===== src/rtl/snow64_mem_bus_arbiter_pkg.sv =====
// Shared widths, state/requester enums and bundle structs for the memory bus arbiter.
// Imported by snow64_mem_bus_arbiter and snow64_mem_bus_arbiter_pick.
package PkgSnow64MemBusArbiter;

  localparam int ADDR_WIDTH = 64;
  localparam int LINE_WIDTH = 256;

  typedef enum logic [1:0] {
    IDLE       = 2'd0,
    BUSY_INSTR = 2'd1,
    BUSY_DATA  = 2'd2
  } state_e;

  typedef enum logic {
    INSTR = 1'b0,
    DATA  = 1'b1
  } req_id_e;

  typedef struct packed {
    logic                  write;
    logic [ADDR_WIDTH-1:0] addr;
    logic [LINE_WIDTH-1:0] wdata;
  } req_t;

  typedef struct packed {
    logic                  valid;
    logic [LINE_WIDTH-1:0] data;
  } resp_t;

  typedef struct packed {
    logic                  req;
    logic                  write;
    logic [ADDR_WIDTH-1:0] addr;
    logic [LINE_WIDTH-1:0] wdata;
  } mem_port_t;

endpackage


===== src/rtl/snow64_mem_bus_arbiter_pick.sv =====
// Combinational winner select between the instruction and data requesters.
// SNOW64_MEM_BUS_ARBITER_FIXED_PRIORITY_EN: data wins every tie and no last_grant input exists.
module snow64_mem_bus_arbiter_pick
  import PkgSnow64MemBusArbiter::*;
(
  input  logic    i_instr_valid,
  input  logic    i_data_valid,
`ifndef SNOW64_MEM_BUS_ARBITER_FIXED_PRIORITY_EN
  input  req_id_e i_last_grant,
`endif
  output req_id_e o_winner
);

  always_comb begin
    // NOTE: default assigned first so every path drives o_winner and no latch is inferred.
    o_winner = INSTR;
    if (i_data_valid && !i_instr_valid) begin
      o_winner = DATA;
    end else if (i_data_valid && i_instr_valid) begin
`ifdef SNOW64_MEM_BUS_ARBITER_FIXED_PRIORITY_EN
      o_winner = DATA;
`else
      o_winner = (i_last_grant == INSTR) ? DATA : INSTR;
`endif
    end
  end

endmodule


===== src/rtl/snow64_mem_bus_arbiter.sv =====
// Shares the memory bus guard port between instruction line fills and LAR line loads/stores.
// SNOW64_MEM_BUS_ARBITER_FIXED_PRIORITY_EN selects fixed data priority instead of round-robin.
module snow64_mem_bus_arbiter #(
  parameter int ADDR_WIDTH = PkgSnow64MemBusArbiter::ADDR_WIDTH,
  parameter int LINE_WIDTH = PkgSnow64MemBusArbiter::LINE_WIDTH
) (
  input  logic                  clk,
  input  logic                  rst,
  input  logic                  in_instr_req_valid,
  input  logic [ADDR_WIDTH-1:0] in_instr_req_addr,
  output logic                  out_instr_req_ack,
  output logic                  out_instr_resp_valid,
  output logic [LINE_WIDTH-1:0] out_instr_resp_data,
  input  logic                  in_data_req_valid,
  input  logic                  in_data_req_write,
  input  logic [ADDR_WIDTH-1:0] in_data_req_addr,
  input  logic [LINE_WIDTH-1:0] in_data_req_wdata,
  output logic                  out_data_req_ack,
  output logic                  out_data_resp_valid,
  output logic [LINE_WIDTH-1:0] out_data_resp_data,
  output logic                  out_mem_req,
  output logic                  out_mem_write,
  output logic [ADDR_WIDTH-1:0] out_mem_addr,
  output logic [LINE_WIDTH-1:0] out_mem_wdata,
  input  logic                  in_mem_done,
  input  logic [LINE_WIDTH-1:0] in_mem_rdata
);

  import PkgSnow64MemBusArbiter::*;

  state_e    r_state;
  mem_port_t r_mem;
  resp_t     r_instr_resp;
  resp_t     r_data_resp;
  logic      r_instr_ack;
  logic      r_data_ack;
`ifndef SNOW64_MEM_BUS_ARBITER_FIXED_PRIORITY_EN
  req_id_e   r_last_grant;
`endif

  req_t      w_instr_req;
  req_t      w_data_req;
  req_t      w_win_req;
  req_id_e   w_winner;
  logic      w_any_valid;

  // The fetch side is read-only, so its bundle carries no write or store data.
  assign w_instr_req = '{write: 1'b0, addr: in_instr_req_addr, wdata: '0};
  assign w_data_req  = '{write: in_data_req_write, addr: in_data_req_addr,
                         wdata: in_data_req_wdata};
  assign w_any_valid = in_instr_req_valid | in_data_req_valid;
  assign w_win_req   = (w_winner == DATA) ? w_data_req : w_instr_req;

  snow64_mem_bus_arbiter_pick u_pick (
    .i_instr_valid (in_instr_req_valid),
    .i_data_valid  (in_data_req_valid),
`ifndef SNOW64_MEM_BUS_ARBITER_FIXED_PRIORITY_EN
    .i_last_grant  (r_last_grant),
`endif
    .o_winner      (w_winner)
  );

  always_ff @(posedge clk or posedge rst) begin
    if (rst) begin
      r_state      <= IDLE;
      r_mem        <= '0;
      r_instr_resp <= '0;
      r_data_resp  <= '0;
      r_instr_ack  <= 1'b0;
      r_data_ack   <= 1'b0;
`ifndef SNOW64_MEM_BUS_ARBITER_FIXED_PRIORITY_EN
      r_last_grant <= DATA;
`endif
    end else begin
      // NOTE: non-blocking throughout so every register samples pre-edge values.
      r_instr_ack        <= 1'b0;
      r_data_ack         <= 1'b0;
      r_instr_resp.valid <= 1'b0;
      r_data_resp.valid  <= 1'b0;
      unique case (r_state)
        IDLE: begin
          if (w_any_valid) begin
            r_mem <= '{req: 1'b1, write: w_win_req.write, addr: w_win_req.addr,
                       wdata: w_win_req.wdata};
            if (w_winner == DATA) begin
              r_data_ack <= 1'b1;
              r_state    <= BUSY_DATA;
            end else begin
              r_instr_ack <= 1'b1;
              r_state     <= BUSY_INSTR;
            end
`ifndef SNOW64_MEM_BUS_ARBITER_FIXED_PRIORITY_EN
            r_last_grant <= w_winner;
`endif
          end
        end
        BUSY_INSTR: begin
          if (in_mem_done) begin
            r_instr_resp <= '{valid: 1'b1, data: in_mem_rdata};
            r_mem        <= '0;
            r_state      <= IDLE;
          end
        end
        BUSY_DATA: begin
          if (in_mem_done) begin
            r_data_resp <= '{valid: 1'b1,
                             data: r_mem.write ? {LINE_WIDTH{1'b0}} : in_mem_rdata};
            r_mem       <= '0;
            r_state     <= IDLE;
          end
        end
        default: r_state <= IDLE;
      endcase
    end
  end

  assign out_instr_req_ack    = r_instr_ack;
  assign out_instr_resp_valid = r_instr_resp.valid;
  assign out_instr_resp_data  = r_instr_resp.data;
  assign out_data_req_ack     = r_data_ack;
  assign out_data_resp_valid  = r_data_resp.valid;
  assign out_data_resp_data   = r_data_resp.data;
  assign out_mem_req          = r_mem.req;
  assign out_mem_write        = r_mem.write;
  assign out_mem_addr         = r_mem.addr;
  assign out_mem_wdata        = r_mem.wdata;

endmodule


===== config.mk =====
export PLATFORM = sky130hd
export DESIGN_NAME = snow64_mem_bus_arbiter
export DESIGN_NICKNAME = d
export VERILOG_FILES = /design/src/rtl/snow64_mem_bus_arbiter_pkg.sv /design/src/rtl/snow64_mem_bus_arbiter_pick.sv /design/src/rtl/snow64_mem_bus_arbiter.sv
export SDC_FILE = /design/constraint.sdc
export NUM_CORES = 2
export LEC_CHECK = 0
export ABC_CLOCK_PERIOD_IN_PS = 63600
export CORE_AREA = 2 2 581 583
export DETAILED_ROUTE_END_ITERATION = 16
export DIE_AREA = 0 0 583 585
export PLACE_DENSITY = 0.34
export SKIP_CTS_REPAIR_TIMING = 1
export SYNTH_ARGS = -nofsm -noshare
export SYNTH_HDL_FRONTEND = slang
export SYNTH_SLANG_ARGS = --single-unit

===== constraint.sdc =====
create_clock -name clk -period 63.6 [get_ports clk]
set_input_delay 6.36 -clock clk [delete_from_list [all_inputs] [get_ports clk]]
set_output_delay 6.36 -clock clk [all_outputs]
set_load 0.03 [all_outputs]

# Yosys cells after proc, flatten, opt, wreduce, memory -nomap -nowiden
# Index checks and enable logic that the tools add are counted.
[classes] magnitude_cmp=0 n_mux=22 n_addsub=0 mul=0 n_reduce_logical=11 bitwise_logic=1 n_eq_ne=4 div=0 n_shift=0
[ops] cell="$mux 257" count=4
[ops] cell="$mux 322" count=2
[ops] cell="$pmux 322 s2" count=1
[ops] cell="$mux 321" count=1
[ops] cell="$mux 256" count=1
[ops] cell="$mux 1" count=9
[ops] cell="$reduce_and 2->1" count=4
[ops] cell="$mux 2" count=3
[ops] cell="$pmux 2 s2" count=1
[ops] cell="$reduce_and 3->1" count=1
[ops] cell="$eq 2x1->1 const B" count=1
[ops] cell="$eq 2x2->1 const B" count=1
[ops] cell="$logic_and 1x1->1" count=2
[ops] cell="$logic_not 2->1" count=1
[ops] cell="$ne 2x1->1 const B" count=1
[ops] cell="$ne 2x2->1 const B" count=1
[ops] cell="$reduce_bool 2->1" count=1
[ops] cell="$reduce_or 2->1" count=1
[ops] cell="$logic_not 1->1" count=1
[ops] cell="$or 1x1->1" count=1
[totals] memories=0 inputBits=646 word_cells=50 reg_bits=841 rom_bits=0 out_inout_bits=838 latch_bits=0 ramBits=0

# Logic depth before layout (Yosys ltp)
[logic_depth] word_depth=6 ltp_mapped=9

# Hierarchy
# From an unflattened synthesis, not the netlist that was laid out.
[unflattened] hier_cells=3051 area_unflattened_um2=34311.7
[by_module_without_submodules] mod="snow64_mem_bus_arbiter" seq_area_each_um2=21046.4 instances=1 cells_each=3050 area_each_um2=34300.4
[by_module_without_submodules] mod="snow64_mem_bus_arbiter_pick" seq_area_each_um2=0.0 instances=1 cells_each=1 area_each_um2=11.3

# Worst setup path before layout
# No wires, ideal clock.
[synth_timing] path_type="input to register" from="in in_instr_req_valid" to="reg r_mem, in the netlist out_mem_addr[46]" path_slack_ps=56051 t_arrival_ps=7418 required_time_ps=63468 setup_time_ps=132 cell_stages=6 cell_sequence="clkbuf_1 a21boi_0 buf_2 buf_2 mux2i_1 o2bb2ai_1"
[synth_between] elab_chain_len=6 elab_cells_between_ends=11 cone_classes="eq/ne (1); mux (5); bitwise (1); reduce/logical (4)"
[synth_lines] item="start: declaration" line_no="snow64_mem_bus_arbiter.sv:9" rtl="input logic in_instr_req_valid,"
[synth_lines] item="$logic_and 1x1->1 or $logic_not 1->1 (tied branches)" line_no="snow64_mem_bus_arbiter_pick.sv:19, snow64_mem_bus_arbiter_pick.sv:17"
[synth_lines] item="$mux 1 or $logic_and 1x1->1 (tied branches)" line_no="snow64_mem_bus_arbiter_pick.sv:19, snow64_mem_bus_arbiter_pick.sv:17"
[synth_lines] item="$mux 1" line_no="snow64_mem_bus_arbiter_pick.sv:17" rtl="if (i_data_valid && !i_instr_valid) begin"
[synth_lines] item="$mux 321" line_no="snow64_mem_bus_arbiter.sv:52" rtl="assign w_win_req = (w_winner == DATA) ? w_data_req : w_instr_req;"
[synth_lines] item="$mux 322" line_no="snow64_mem_bus_arbiter.sv:82" rtl="if (w_any_valid) begin"
[synth_lines] item="$pmux 322 s2" line_no="snow64_mem_bus_arbiter.sv:80" rtl="unique case (r_state)"
[synth_lines] item="end signal: assignment" line_no="snow64_mem_bus_arbiter.sv:83" rtl="r_mem <= '{req: 1'b1, write: w_win_req.write, addr: w_win_req.addr,"
[synth_lines] item="end: declaration" line_no="snow64_mem_bus_arbiter.sv:32" rtl="mem_port_t r_mem;"
# Parallel ways exist; a longest one is shown, timed or not. The select of a mux whose other input is x is not followed.
# A chain may end at the register's enable or synchronous reset.

==> insert_results.sql <==
INSERT INTO impl_metrics (metric_group, metric, value, unit) VALUES
('route', 'antenna_left', '0', ''),
('global_route', 'grt_antenna_before_repair', '106', ''),
('placed_design', 'io_buffers', '1483', ''),
('placed_design', 'gp_routability_congestion', '0.859', ''),
('route', 'wirelength_met1', '90200', 'um'),
('cells_and_area', 'layout.filler_cells', '37000', ''),
('clock_tree', 'cts_htree_levels', '3', ''),
('clock_tree', 'worst_skew_pair.late_latency', '0.87', 'ns'),
('synthesis', 'synth_top_cells_by_area', 'dfrtp_1 (65%), mux2_2 (8.9%), a22o_1 (7.0%), nand2b_1 (5.0%), o21ai_0 (4.0%)', ''),
('synthesis', 'avgSynthCellArea', '13.1', 'um2'),
('route', 'violation_count_after_the_first_detailed_routing_iteration', '1580', ''),
('clock_tree', 'cts.sink_count', '841', ''),
('cells_and_area', 'post-route-util', '16.7', '%'),
('synthesis', 'synth-seq-area-share', '65.3', '%'),
('timing', 'final-max-slew-violation-count', '0', ''),
('placed_design', 'place_hpwl', '212000', 'um'),
('status', 'run_status', 'finished clean', ''),
('route', 'route.detailed.drc', '0', ''),
('timing', 'max_freq', '0.0957', 'GHz'),
('worst_setup_path', 'critical_path_arrival', '11.27', 'ns'),
('cells_and_area', 'area_growth', '74.0', '%'),
('global_route', 'grt_overflow', '0', ''),
('clock_tree', 'cts_buffers', '118', ''),
('timing', 'final.min_clock_period', '10.45', 'ns'),
('floorplanning', 'fp.dieArea', '0.341', 'mm2'),
('route', 'routedWlPerCell', '29.9', 'um'),
('floorplanning', 'design.core.area', '0.335', 'mm2'),
('floorplanning', 'floorplan.die.width', '583', 'um'),
('clock_tree', 'number_of_buffers_on_the_longest_clock_path', '4', ''),
('flow_run', 'max_cap_violations', '0', ''),
('global_route', 'first_global_vias', '27600', ''),
('worst_setup_path', 'critical_path_peak_fanout', '120', ''),
('floorplanning', 'floorplan.initialDensity', '9.62', '%'),
('worst_setup_path', 'rrSetupSlack', '58.87', 'ns'),
('synthesis', 'post_synth_instance_area', '0.0323', 'mm2'),
('route', 'met3WireLength', '28300', 'um'),
('worst_setup_path', 'worstSetupStartpointType', 'input pin', ''),
('placed_design', 'detailedPlace.worstSlack', '52.13', 'ns'),
('global_route', 'grt_max_degree', '181', ''),
('cells_and_area', 'nNetsFinal', '4568', ''),
('timing', 'grt_setup_unrepaired', 'no', ''),
('floorplanning', 'floorplan.io_pins', '1484', ''),
('route', 'routed_wl', '253000', 'um'),
('clock_tree', 'clock_tree_from_tritoncts', 'yes', ''),
('cells_and_area', 'drive_gt1_share', '12.5', '%'),
('route', 'vias', '26900', ''),
('worst_setup_path', 'worst_setup_path_startpoint', 'rst', ''),
('route', 'via_count_normalized_by_instance_count', '3.19', ''),
('synthesis', 'yosys.area.top_type', 'dfrtp_1', ''),
('timing', 'final.setup_skew', '0.0907', 'ns'),
('worst_setup_path', 'worst-endpoint-required', '64.42', 'ns'),
('power', 'pwr_density_cell', '60.0', 'mW/mm2'),
('global_route', 'groute.usage.overall', '14.3', '%'),
('clock_tree', 'clkTransAtPathRegs', '0.06', 'ns'),
('timing', 'final_hold_viol_count', '0', ''),
('synthesis', 'synth_warnings', '0', ''),
('hold_path', 'hold_path_startpoint', 'out_data_resp_data[118]$_DFFE_PP0P_', ''),
('clock_tree', 'root_cell_of_the_clock_tree', 'clkbuf_16', ''),
('timing', 'relSlewSlack', '24.9', '%'),
('timing', 'timing.final.crit_share', '16.4', '%'),
('synthesis', 'count_of_state_elements_after_synthesis', '841', ''),
('floorplanning', 'fp.dieH', '585', 'um'),
('synthesis', 'synthCells', '2469', ''),
('power', 'p_leak', '22.7', 'nW'),
('hold_path', 'min-delay-path-class', 'flop to flop', ''),
('synthesis', 'synth_largest_type_area_fraction', '65.2', '%'),
('route', 'top_layer', 'met5', ''),
('timing', 'totalNegativeSetupSlack', '0', 'ns'),
('cells_and_area', 'most_frequent_standard_cell_in_the_layout_excluding_fill_and_tap_cells', 'clkdlybuf4s50_1', ''),
('worst_setup_path', 'critical_path_class', 'input pin to async pin', ''),
('floorplanning', 'num_rows', '213', ''),
('route', 'drt_pass1_iterations', '5', ''),
('global_route', 'wire_length_of_the_first_global_routing_pass', '318000', 'um'),
('worst_setup_path', 'critical_path.endpoint_type', 'async pin', ''),
('synthesis', 'syn_nets', '3118', ''),
('power', 'vdd_drop_max', '0.0000524', 'V'),
('timing', 'fin_ws', '53.15', 'ns'),
('route', 'wl_met2', '128000', 'um'),
('timing', 'timing.final.setup_violations', '0', ''),
('cells_and_area', 'most-common-layout-cells', 'clkdlybuf4s50_1 (1476), dfrtp_1 (839), nand2_1 (259)', ''),
('timing', 'worst_slew_pin_slew', '1.13', 'ns'),
('synthesis', 'synth.distinct_cells', '23', ''),
('worst_setup_path', 'regToRegStartpoint', 'r_state[0]$_DFFE_PP0P_', '');
sequential cells by signal (all words and copies together) (netlist names):
name                  count
out_data_req_ack          1
out_data_resp_data      256
out_data_resp_valid       1
out_instr_req_ack         1
out_instr_resp_data     256
out_instr_resp_valid      1
out_mem_addr             64
out_mem_req               1
out_mem_wdata           256
out_mem_write             1
r_last_grant              1
r_state                   2
critical path, cell delays in order:
cell and delay [ns]:
clkdlybuf4s50_1 0.49, inv_8 0.64, buf_4 0.78, buf_4 0.65, buf_4 0.64, buf_4 0.67, buf_4 0.72
where the power goes:
group          internal (mW)  switching [mW]  total (mW)  leakage [nW]
sequential             0.774           0.157       0.931          10.7
clock                  0.402           0.280       0.682          1.94
combinational          0.625            1.13        1.75          10.1
cells by family after synthesis:
group,synth area share (%)
AOI/OAI and AO/OA,13.0
muxes,10.9
DFF,65.3
adders and majority gates,0.116
and+or+nand+nor,8.04
buffers and inverters,2.68
cell type report:
class                           instances  area (um2)  area share [%]
Multi-Input combinational cell       1431       10400            18.5
Timing Repair Buffer                 1519       15100            27.0
Tap cell                             4407        5510            9.83
Sequential cell                       841       21100            37.5
Inverter                                8        45.0          0.0803
Clock buffer                          163        3410            6.08
Antenna cell                           24        60.1           0.107
Clock inverter                         47         508           0.905
stage by stage:
step | cells | power, mW | hold slack [ns] | instance area, um2
after global routing | 8422 | 3.54 | 0.505 | 56100
after detailed placement | 8206 | 2.75 | 0.470 | 52100
after global placement | 8206 | 2.74 | 0.461 | 52100
after floorplan | 2469 | 1.75 | 0.489 | 32300
final | 8440 | 3.36 | 0.479 | 56100
after CTS | 8416 | 3.45 | 0.484 | 56100
final timing paths:
kind | to | cells after the start
worst min register to register | out_data_resp_data[118]$_DFFE_PP0P_ | 2
worst max register to register | out_mem_wdata[49]$_DFFE_PP0P_ | 9
min in group asynchronous | out_mem_wdata[28]$_DFFE_PP0P_ | 2
worst max-delay path | out_instr_resp_data[185]$_DFFE_PP0P_ | 7
max in group clk | out_data_resp_data[59]$_DFFE_PP0P_ | 7
worst min-delay path | out_data_resp_data[118]$_DFFE_PP0P_ | 2
synth_stat cells, drive strengths merged:
cell type,count
mux2i,64
o21ai,257
a21bo,1
nand2,261
buf,104
a22o,257
o221ai,1
dfrtp,840
clkbuf,85
o211ai,1
o2bb2ai,65
mux2,256
nand2b,258
dfstp,1
a21o,1
a211oi,1
inv,8
a21boi,2
ha,3
a21oi,3
layer usage:
metal / GRT usage (%) / vias to the layer above
met1: 15.0 / 13500
met3: 7.15 / 331
met5: 0 / -
met2: 25.5 / 1265
met4: 3.16 / 94
li1: - / 11700
(Power assumes the default switching activity.)
